<file path="config.mk">
export PLATFORM = sky130hd
export DESIGN_NAME = btn_debounce_toggle
export DESIGN_NICKNAME = d
export VERILOG_FILES = /design/src/rtl/btn_debounce_toggle.sv
export SDC_FILE = /design/constraint.sdc
export NUM_CORES = 1
export LEC_CHECK = 0
export BUFFER_PORTS_ARGS = -buffer_cell sky130_fd_sc_hd__buf_4
export CAP_MARGIN = 20
export CORE_ASPECT_RATIO = 0.7
export CORE_MARGIN = 1
export CORE_UTILIZATION = 54
export CTS_BUF_LIST = sky130_fd_sc_hd__clkbuf_2 sky130_fd_sc_hd__clkbuf_4 sky130_fd_sc_hd__clkbuf_8
export CTS_CLUSTER_DIAMETER = 100
export DETAILED_ROUTE_END_ITERATION = 12
export GPL_TIMING_DRIVEN = 0
export PLACE_DENSITY = 0.72
export REMOVE_ABC_BUFFERS = 1
export SLEW_MARGIN = 40
export SYNTH_ARGS = -nofsm -noshare
export SYNTH_HDL_FRONTEND = slang
export SYNTH_SLANG_ARGS = --single-unit
</file>
<file path="constraint.sdc">
create_clock -name clk -period 3.13 [get_ports clk]
set_clock_uncertainty 0.1 [all_clocks]
set_input_delay 0.313 -clock clk [delete_from_list [all_inputs] [get_ports clk]]
set_output_delay 0.313 -clock clk [all_outputs]
set_load 0.03 [all_outputs]
</file>
<file path="src/rtl/btn_debounce_toggle.sv">
// -----------------------------------------------------------------------------
// btn_debounce_toggle
//   Conditions a raw mechanical switch/button pin for downstream control FSMs.
//   The pin is synchronised by a 2-FF chain and then sampled on a slow tick.
//   A new level is committed only after STABLE_TICKS consecutive ticks agree.
//   On commit the block registers a clean level and a one-clock edge pulse.
//   A toggle flag flips on every rising commit.
//
// Parameters
//   TICK_DIV      clocks per sample tick (>= 2)
//   STABLE_TICKS  consecutive agreeing ticks needed to commit a level (>= 1)
//
// Ports
//   clk         in   system clock, all logic on posedge
//   reset       in   synchronous, active-high; clears every register
//   btn_in      in   raw asynchronous switch/button pin
//   level       out  debounced, registered input level
//   rise_pulse  out  one-clock pulse when level commits 0->1
//   fall_pulse  out  one-clock pulse when level commits 1->0
//   toggle      out  flips on every rise_pulse (press-to-run flag)
// -----------------------------------------------------------------------------
module btn_debounce_toggle #(
    parameter int TICK_DIV     = 100_000,
    parameter int STABLE_TICKS = 5
) (
    input  logic clk,
    input  logic reset,
    input  logic btn_in,
    output logic level,
    output logic rise_pulse,
    output logic fall_pulse,
    output logic toggle
);

    localparam int DIV_W = $clog2(TICK_DIV);
    localparam int CNT_W = $clog2(STABLE_TICKS + 1);

    localparam logic [DIV_W-1:0] DIV_LAST = DIV_W'(TICK_DIV - 1);
    // The commit happens on the tick where cnt+1 reaches STABLE_TICKS.
    localparam logic [CNT_W-1:0] CNT_LAST = CNT_W'(STABLE_TICKS - 1);
    localparam logic [CNT_W-1:0] CNT_ONE  = CNT_W'(1);

    typedef enum logic [1:0] {
        IDLE_LOW  = 2'd0,
        WAIT_HIGH = 2'd1,
        IDLE_HIGH = 2'd2,
        WAIT_LOW  = 2'd3
    } state_t;

    // ------------------------------------------------------------------
    // Two-flop synchroniser; only s is used downstream.
    // ------------------------------------------------------------------
    logic sync_meta;
    logic s;

    // NOTE: sequential state uses non-blocking assignments so every flop
    // samples pre-edge values regardless of statement order.
    always_ff @(posedge clk) begin
        if (reset) begin
            sync_meta <= 1'b0;
            s         <= 1'b0;
        end else begin
            sync_meta <= btn_in;
            s         <= sync_meta;
        end
    end

    // ------------------------------------------------------------------
    // Free-running sample-tick divider.
    // ------------------------------------------------------------------
    logic [DIV_W-1:0] div_cnt;
    logic             tick;

    assign tick = (div_cnt == DIV_LAST);

    always_ff @(posedge clk) begin
        if (reset) begin
            div_cnt <= '0;
        end else if (tick) begin
            div_cnt <= '0;
        end else begin
            div_cnt <= div_cnt + DIV_W'(1);
        end
    end

    // ------------------------------------------------------------------
    // Qualification FSM: state register
    // ------------------------------------------------------------------
    state_t           state;
    state_t           state_next;
    logic [CNT_W-1:0] cnt;
    logic [CNT_W-1:0] cnt_next;
    logic             commit_rise;
    logic             commit_fall;

    always_ff @(posedge clk) begin
        if (reset) begin
            state <= IDLE_LOW;
            cnt   <= '0;
        end else begin
            state <= state_next;
            cnt   <= cnt_next;
        end
    end

    // ------------------------------------------------------------------
    // Qualification FSM: next-state logic (acts only on tick cycles)
    // ------------------------------------------------------------------
    always_comb begin
        // NOTE: every comb output gets a default first so no path leaves
        // it unassigned, which would otherwise infer a latch.
        state_next  = state;
        cnt_next    = cnt;
        commit_rise = 1'b0;
        commit_fall = 1'b0;

        if (tick) begin
            case (state)
                IDLE_LOW: begin
                    if (s) begin
                        if (STABLE_TICKS == 1) begin
                            state_next  = IDLE_HIGH;
                            cnt_next    = '0;
                            commit_rise = 1'b1;
                        end else begin
                            state_next = WAIT_HIGH;
                            cnt_next   = CNT_ONE;
                        end
                    end
                end

                WAIT_HIGH: begin
                    if (!s) begin
                        // Bounce: restart qualification, outputs untouched.
                        state_next = IDLE_LOW;
                        cnt_next   = '0;
                    end else if (cnt == CNT_LAST) begin
                        state_next  = IDLE_HIGH;
                        cnt_next    = '0;
                        commit_rise = 1'b1;
                    end else begin
                        cnt_next = cnt + CNT_ONE;
                    end
                end

                IDLE_HIGH: begin
                    if (!s) begin
                        if (STABLE_TICKS == 1) begin
                            state_next  = IDLE_LOW;
                            cnt_next    = '0;
                            commit_fall = 1'b1;
                        end else begin
                            state_next = WAIT_LOW;
                            cnt_next   = CNT_ONE;
                        end
                    end
                end

                WAIT_LOW: begin
                    if (s) begin
                        state_next = IDLE_HIGH;
                        cnt_next   = '0;
                    end else if (cnt == CNT_LAST) begin
                        state_next  = IDLE_LOW;
                        cnt_next    = '0;
                        commit_fall = 1'b1;
                    end else begin
                        cnt_next = cnt + CNT_ONE;
                    end
                end

                default: begin
                    state_next = IDLE_LOW;
                    cnt_next   = '0;
                end
            endcase
        end
    end

    // ------------------------------------------------------------------
    // Qualification FSM: output logic. The outputs themselves are
    // registered below so level never has a combinational path from pins.
    // ------------------------------------------------------------------
    logic level_next;
    logic rise_next;
    logic fall_next;
    logic toggle_next;

    always_comb begin
        level_next  = level;
        rise_next   = commit_rise;
        fall_next   = commit_fall;
        toggle_next = toggle;

        if (commit_rise) begin
            level_next  = 1'b1;
            toggle_next = ~toggle;
        end else if (commit_fall) begin
            level_next = 1'b0;
        end
    end

    always_ff @(posedge clk) begin
        if (reset) begin
            level      <= 1'b0;
            rise_pulse <= 1'b0;
            fall_pulse <= 1'b0;
            toggle     <= 1'b0;
        end else begin
            level      <= level_next;
            rise_pulse <= rise_next;
            fall_pulse <= fall_next;
            toggle     <= toggle_next;
        end
    end

endmodule

</file>
* Word-level counts from Yosys, hierarchy flattened
Index checks and enable logic that the tools add are counted.
Cells by class: add/subtract/negate cells 2, equal/unequal tests 9, mux-type cells 22, bitwise gates (word level) 1, reductions and logical operators 5
Operator list (count):
- $add A17 B1 Y17 const B | 1
- $eq A17 B17 Y1 const B | 1
- $mux W3 | 5
- $mux W2 | 6
- $pmux W3 S4 | 1
- $mux W1 | 9
- $pmux W2 S4 | 1
- $ne A3 B3 Y1 const B | 2
- $reduce_and A5 Y1 | 1
- $eq A2 B2 Y1 const B | 2
- $ne A2 B2 Y1 const B | 2
- $add A3 B1 Y3 const B | 1
- $eq A3 B3 Y1 const B | 1
- $reduce_and A3 Y1 | 1
- $eq A2 B1 Y1 const B | 1
- $logic_not A2 Y1 | 1
- $reduce_bool A2 Y1 | 1
- $reduce_or A2 Y1 | 1
- $not A1 Y1 | 1
Word-level totals: register bits 28, input port bits 3, output and inout port bits 4, word-level logic and storage cells 48

* Longest topological paths before layout
Gate-level depths: netlist of run 1.
depth after elaboration 7, depth in mapped cells 7

* Worst setup path after synthesis of run 1
Ideal clock, no wire load.
kind register to register, start point register div_cnt[0], end point register div_cnt[16], arrival 1.710 ns, path slack 1.250 ns, stages on the path, launching flop included 6, period minus slack after synthesis 1.880 ns, cells stage by stage dfxtp_1 > ha_1 > and3_1 > or4b_4 > or3_1 > a21oi_1
Between the ends: longest elaborated chain between the ends 2, elaborated cells on any way between the ends 3, those cells by class 1 x add/sub; 1 x eq/ne; 1 x reduce/logical
Ends and longest elaborated chain:
- start, declared | line 71 | logic [DIV_W-1:0] div_cnt;
- start signal, assigned | line 82 | div_cnt <= div_cnt + DIV_W'(1);
- parallel branches: the longest is 2 deep, another holds $add A17 B1 Y17
Several ways; the timed one is not identified. A chain may end at the register's enable or synchronous reset.

* Worst setup path after layout of run 1
start point register div_cnt[0], end point register toggle
Between the ends: longest elaborated chain between the ends 2
Ends and longest elaborated chain:
- $eq A17 B17 Y1 | line 74 | assign tick = (div_cnt == DIV_LAST);
- $mux W1 | line 117 | if (tick) begin
- end signal, assigned | line 213 | toggle <= toggle_next;
- end, declared | line 32 | output logic toggle
No other way between the ends.

==> results of run 1 <==
per-layer routing:
layer  track usage  wire length (um)  vias up  share of wire
met2         0.290               907       21           0.41
met5             0                 0        -              0
met4        0.0571                25        0          0.011
li1              -                 -      502              -
met1         0.305              1180      444           0.53
met3        0.0556               109        4          0.049
power groups by stage:
stage / logic, W / clock network (W) / registers (W)
2_1_floorplan: 0.0000126 / 0 / 0.000382
3_3_place_gp: 0.0000280 / 0 / 0.000378
3_5_place_dp: 0.0000289 / 0 / 0.000378
4_1_cts: 0.0000290 / 0.000181 / 0.000371
5_1_grt: 0.0000316 / 0.000189 / 0.000372
6_report: 0.0000286 / 0.000174 / 0.000370
final timing paths:
| kind | start | to | slack, ns | cells after the start |
|---|---|---|---|---|
| worst max-delay path | div_cnt[0] | toggle | 0.85 | 5 |
| worst min-delay path | btn_in | sync_meta | 0.09 | 2 |
| worst max register to register | div_cnt[0] | toggle | 0.85 | 5 |
| worst min register to register | sync_meta | s | 0.35 | 1 |
synth_stat cells:
| cell type | count | area (um^2) |
|---|---|---|
| dfxtp_1 | 28 | 561 |
| nor2b_1 | 2 | 12.5 |
| a311o_1 | 1 | 10.0 |
| and4_1 | 1 | 8.76 |
| inv_1 | 4 | 15.0 |
| ha_1 | 3 | 37.5 |
| or4_1 | 1 | 7.51 |
| clkbuf_1 | 2 | 7.51 |
| nand4_1 | 6 | 37.5 |
| nor4b_1 | 3 | 26.3 |
| a21oi_1 | 7 | 35.0 |
| nor2_1 | 17 | 63.8 |
| and3_1 | 3 | 18.8 |
| nand4b_1 | 1 | 8.76 |
| nand2_1 | 8 | 30.0 |
| xor2_1 | 8 | 70.1 |
| o21ai_0 | 4 | 20.0 |
| and4b_1 | 1 | 10.0 |
| o311a_1 | 1 | 10.0 |
| buf_2 | 1 | 5.00 |
| a31o_2 | 1 | 8.76 |
| nor4_1 | 5 | 31.3 |
| nand3_1 | 9 | 45.0 |
| or2_2 | 1 | 6.26 |
| nand3_4 | 1 | 17.5 |
| or3_1 | 2 | 12.5 |
| nor3_1 | 2 | 10.0 |
| and4_2 | 1 | 10.0 |
| xnor2_1 | 6 | 52.6 |
| o31ai_1 | 2 | 15.0 |
| or4b_4 | 1 | 13.8 |
| and3_2 | 1 | 7.51 |
| and2_1 | 2 | 12.5 |
area by class of cell:
cell class	instances	area, um^2	share of cell area
repair buffers	6	45.0	0.0335
multi-input cells	101	649	0.482
well taps	32	40.0	0.0297
clock buffers	4	36.3	0.0270
flip-flops and latches	28	561	0.416
inverters	4	15.0	0.0112
cell usage in the layout (no fill, tap or decap), types with 2 or more instances in the layout:
| cell type | synthesis | routed |
|---|---|---|
| nor4b_1 | 3 | 3 |
| and3_1 | 3 | 3 |
| xor2_1 | 8 | 8 |
| dfxtp_1 | 28 | 28 |
| xnor2_1 | 6 | 6 |
| nand2_1 | 8 | 8 |
| nor3_1 | 2 | 2 |
| a21oi_1 | 7 | 7 |
| and2_1 | 2 | 2 |
| buf_4 | 0 | 6 |
| nor4_1 | 5 | 5 |
| nand4_1 | 6 | 6 |
| nor2_1 | 17 | 17 |
| nand3_1 | 9 | 9 |
| inv_1 | 4 | 4 |
| clkbuf_4 | 0 | 3 |
| o21ai_0 | 4 | 4 |
| or3_1 | 2 | 2 |
| ha_1 | 3 | 3 |
| o31ai_1 | 2 | 2 |
| nor2b_1 | 2 | 2 |
metrics by stage:
stage	utilization	std cells	hold slack, ns	cell area [um^2]
5_1_grt	0.625	175	0.0844	1350
2_1_floorplan	-	133	0.282	1220
4_1_cts	0.625	175	0.0835	1350
3_3_place_gp	0.608	171	0.324	1310
3_5_place_dp	0.608	171	0.327	1310
6_report	0.625	175	0.0909	1350
critical path, delay by kind of cell, from the launching register on:
kind	cells	cell delay, ns
AOI/OAI and AO/OA	1	0.14
adders and majority gates	1	0.25
DFF	1	0.43
and+or+nand+nor	3	1.30
logic make-up (layout without fill, tap and decap cells):
family / count (synthesis) / after routing / synth area share
simple gates: 68 / 68 / 0.315
flops: 28 / 28 / 0.453
compound gates: 16 / 16 / 0.0799
xor+xnor: 14 / 14 / 0.0991
buf+inv: 7 / 14 / 0.0222
fa+ha+maj: 3 / 3 / 0.0303
flip-flops by register name, summed over array words and instances (netlist names), named ones only:
name and cells:
level 1, toggle 1, div_cnt 17, fall_pulse 1, s 1, rise_pulse 1
cnt 3, state 1, sync_meta 1
==> metrics.txt, run 1 <==
core area approximately 2200 um^2; drt via density 5.55; RSZ-0062 raised after global routing false; Switching Fraction 0.221; Max Cap Viol 0; drt pass-1 iters 4; via count of the first global-routing pass around 870; remaining antenna violation count 0; classification of the worst setup path reg -> reg; Clock Path Buffers 2; Slew @ Worst Pin 0.484 ns; CTS clk-pin slew, worst paths 0.14 ns; fin nets 150; setup TNS 0 ns; post-CTS setup buffer count 0; Initial Util 0.574; fraction of layout cells with a size suffix above 1 0.112; Leak Pwr 0.466 nW; CP max-delay cell or4_1; Startpoint Class flip-flop; FMAX ~0.44 GHz; total power draw 0.000573 W; pre-CTS setup slack approximately 0.93 ns; worst skew pair latency 0.33 ns; All-Layer GR Usage 0.205; P_sw 0.000127 W; CP max stage delay 0.64 ns; DRC 0; Post-Syn Area 1240 um^2; Filler Cells Inserted 198; root buf cell clkbuf_4; # H-tree levels 1; Ports 7; TritonCTS Buffers 3; Clock Sinks 28; crit path cell chain ha_1 > and4_2 > nand4_1 > or4_1 > a21oi_1; num rows 14; Logic pwr share 0.050; Diodes inserted 0; Placer Congestion roughly 0.8; Final Worst Setup Slack 0.852 ns; Seq cells post-synth 28; die height 42.1 um; initial antenna violation count 0; worst-path fanout max 12; Resize count post-CTS 0; die area 2490 um^2; CTS tree done; yosys warns 0; wire per inst roughly 13 um; Syn Inst Count 136; routed via count 971; Die Wd 59.2 um; sequential share of the synthesized area 0.453; status complete, no violations; Tmin final 2.28 ns; Seq pwr share 0.646; Int Power about 0.00045 W; PortBufs 6; Rel. slew slack 0.677; fin. max-slew vios 0; grt total ovfl 0; critical path arrival 2.46 ns; count of hold-fix buffers inserted at cts 0; dpl hpwl 1660 um; DR iter-0 viols 47; fin crit share 0.728; Tightest Hold Check Type in -> reg; clock power share 0.304; Max VDD drop 0.296 mV; area grow syn2layout 8.80%; final hold violations 0; CP endpoint kind flip-flop; largest net degree at the start of global routing 16; setup-violating endpoint count in the final report 0; Yosys cell types 33; Synth Area per Inst 9.10 um^2; global-route wire length before repair 3860 um; Post-Route WL 2230 um; Pwr Density 426 nW/um^2; WP data required 3.31 ns
(Power assumes the default switching activity.)
==> inputs of run 2 (changes only) <==
--- a/config.mk
+++ b/config.mk
@@ -5,6 +5,7 @@
 export SDC_FILE = /design/constraint.sdc
 export NUM_CORES = 1
 export LEC_CHECK = 0
+export ABC_AREA = 1
 export BUFFER_PORTS_ARGS = -buffer_cell sky130_fd_sc_hd__buf_4
 export CAP_MARGIN = 20
 export CORE_ASPECT_RATIO = 0.7
==> constraint.sdc (replaced) <==
create_clock -name clk -period 2.3 [get_ports clk]
set_clock_uncertainty 0.1 [all_clocks]
set_input_delay 0.23 -clock clk [delete_from_list [all_inputs] [get_ports clk]]
set_output_delay 0.23 -clock clk [all_outputs]
set_load 0.03 [all_outputs]
==> metrics.txt, run 2 <==
Post-Route WL 2560 um (was 2230 um); largest net degree at the start of global routing 17 (was 16); Layout Cells excl Fill 228 (was 175); fin nets 203 (was 150); Diodes inserted 0 (unchanged); Max Cap Viol 0 (unchanged); DRC 0 (unchanged); Post-synth EDFFs 0 (unchanged); largest area contributor in the netlist dfxtp_1 (unchanged); Tmin final 1.75 ns (was 2.28 ns); remaining antenna violation count 0 (unchanged); GRT Max-Usage Layer met2 (was met1); All-Layer GR Usage 0.209 (was 0.205); sequential share of the synthesized area 0.406 (was 0.453); num rows 14 (unchanged); Seq pwr share 0.584 (was 0.646); GRT met2 Usage 0.343 (was 0.290); global-route wire length before repair 4360 um (was 3860 um); fin. max-slew vios 0 (unchanged); Switching Fraction 0.199 (was 0.221); Slew @ Worst Pin 0.463 ns (was 0.484 ns); die height 44.3 um (was 42.1 um); most flop-heavy register div_cnt (unchanged); final hold violations 0 (unchanged); WP data required 2.45 ns (was 3.31 ns); Seq cells post-synth 28 (unchanged); DR iter-0 viols 94 (was 47); CTS tree done (unchanged); R2R Setup Slk 0.55 ns (was 0.85 ns); core area 2280 um^2 (was 2150 um^2); fraction of layout cells with a size suffix above 1 0.173 (was 0.112); top cells by count, synth nand2_1 (36), nor2_1 (32), dfxtp_1 (28) (was dfxtp_1 (28), nor2_1 (17), nand3_1 (9)); Min-Delay Path Depth 2 (unchanged); P_sw 0.000168 W (was 0.000127 W); reg2reg path depth 8 (was 5); Startpoint Class flip-flop (unchanged); status complete, no violations (unchanged); leading cell type by number of instances after synthesis nand2_1 (was dfxtp_1); Placer Congestion 0.841 (was 0.799); Clock Path Buffers 2 (unchanged); Synth Area per Inst 7.47 um^2 (was 9.10 um^2); initial antenna violation count 0 (unchanged); met3 usage 0.0619 (was 0.0556); Max VDD drop 0.411 mV (was 0.296 mV); worst-path fanout max 14 (was 12); top-area cell type share of the netlist area 0.406 (was 0.453); FMAX 0.571 GHz (was 0.439 GHz); Int Power 0.000679 W (was 0.000447 W); most frequent cells in the layout nand2_1 (36), nor2_1 (32), dfxtp_1 (28) (was dfxtp_1 (28), nor2_1 (17), nand3_1 (9)); via count of the first global-routing pass 977 (was 871); TritonCTS Buffers 3 (unchanged); Top Registers div_cnt x17, cnt x3 (unchanged); Die Wd 62.5 um (was 59.2 um); top post-synthesis cells by area dfxtp_1 (41%), nand2_1 (9.8%), nor2_1 (8.7%) (was dfxtp_1 (45%), xor2_1 (5.7%), nor2_1 (5.2%)); Pwr Density 553 nW/um^2 (was 426 nW/um^2); RSZ-0062 raised after global routing false (unchanged); Initial Util 0.607 (was 0.574); die area 2770 um^2 (was 2490 um^2); worst r2r src div_cnt[0] (unchanged); Post-Syn Area 1380 um^2 (was 1240 um^2); Leak Pwr 0.635 nW (was 0.466 nW); worst skew pair latency 0.34 ns (was 0.33 ns); critical path launch point div_cnt[0] (unchanged); crit path capture div_cnt[16] (was toggle); area grow syn2layout 10.9% (was 8.80%); FF-to-FF End div_cnt[16] (was toggle); fin crit share 0.761 (was 0.728); placed insts 222 (was 171); yosys warns 0 (unchanged); setup-violating endpoint count in the final report 0 (unchanged); critical path arrival 1.90 ns (was 2.46 ns); drt via density 5.08 (was 5.55); Rel. slew slack 0.689 (was 0.677); root buf cell clkbuf_4 (unchanged); PortBufs 6 (unchanged); Tightest Hold Check Type reg -> reg (was in -> reg); routed via count 1158 (was 971); drt pass-1 iters 4 (unchanged); Syn Inst Count 185 (was 136); post-CTS setup buffer count 0 (unchanged); commonest non-fill, non-tap cell in the layout nand2_1 (was dfxtp_1); wire per inst 11.2 um (was 12.7 um); setup TNS 0 ns (unchanged); # H-tree levels 1 (unchanged); Logic pwr share 0.034 (was 0.050); Ports 7 (unchanged); dpl hpwl 1940 um (was 1660 um); Largest register FFs 17 (unchanged); clock power share 0.382 (was 0.304); CTS clk-pin slew, worst paths 0.14 ns (about the same); CP endpoint kind flip-flop (unchanged); Yosys cell types 29 (was 33); Clock Sinks 28 (unchanged); FFs w/ async S/R, synth 0 (unchanged); M1 GR Usage 0.276 (was 0.305); classification of the worst setup path reg -> reg (unchanged); Main synth FF type dfxtp_1 (unchanged); grt total ovfl 0 (unchanged)
## run 2: worst min-delay path by stage
stage	start	end	slack [ns]
finish	sync_meta	s	0.32
global route	sync_meta	s	0.34
detailed placement	sync_meta	s	0.31
CTS	sync_meta	s	0.33
floorplan	reset	cnt[1]	0.20
global placement	sync_meta	s	0.29
## run 2: power by group through the flow
stage / logic, W / clock network (W) / registers (W)
floorplan: 0.0000178 / 0 / 0.000505
global placement: 0.0000256 / 0 / 0.000505
detailed placement: 0.0000262 / 0 / 0.000505
CTS: 0.0000290 / 0.000328 / 0.000495
global route: 0.0000341 / 0.000349 / 0.000496
finish: 0.0000290 / 0.000324 / 0.000495
## run 2: cell families (layout without fill, tap and decap cells)
kind of cell / after synthesis / count (layout) / share of synthesized area
XOR/XNOR: 7 / 7 / 0.0444
buffers and inverters: 29 / 40 / 0.0815
adder cells (fa/ha/maj): 3 / 3 / 0.0272
flip-flops: 28 / 28 / 0.406
AO/OA/AOI/OAI: 15 / 15 / 0.0670
AND/OR/NAND/NOR: 103 / 103 / 0.374
## run 2: metrics by stage
step	hold WS [ns]	util	instance area [um^2]	worst slack (ns)	total power (W)
after floorplan	0.199	-	1370	0.770	0.000523
after global placement	0.291	0.641	1460	0.564	0.000531
after detailed placement	0.307	0.641	1460	0.562	0.000531
after CTS	0.326	0.673	1530	0.544	0.000852
after global routing	0.343	0.673	1530	0.389	0.000879
final	0.325	0.673	1530	0.550	0.000847
## run 2: layout make-up
| cell class | count | area, um^2 |
|---|---|---|
| Clock buffer | 3 | 22.5 |
| Clock inverter | 1 | 30.0 |
| Fill cell | 212 | 746 |
| Inverter | 28 | 105 |
| Multi-Input combinational cell | 128 | 708 |
| Sequential cell | 28 | 561 |
| Tap cell | 32 | 40.0 |
| Timing Repair Buffer | 8 | 65.1 |
## run 2: routing by layer
layer / part of all wire / wire (um)
met1: 0.49 / 1260
met2: 0.43 / 1110
met3: 0.068 / 175
met4: 0.0043 / 11
met5: 0 / 0
## run 2: critical path, stage by stage, from the launching register on
cell and delay, ns:
dfxtp_1 0.38, ha_1 0.19, nand2_2 0.09, nor2_4 0.14, nand3_4 0.13, o21ai_4 0.38
inv_2 0.11, o21ai_0 0.09, inv_1 0.05
## run 2: what timing repair did
item	CTS	global route
endpoints found under the hold margin	6	0
hold buffers	2	0
endpoints found under the setup margin	0	0
gates resized for setup	0	0
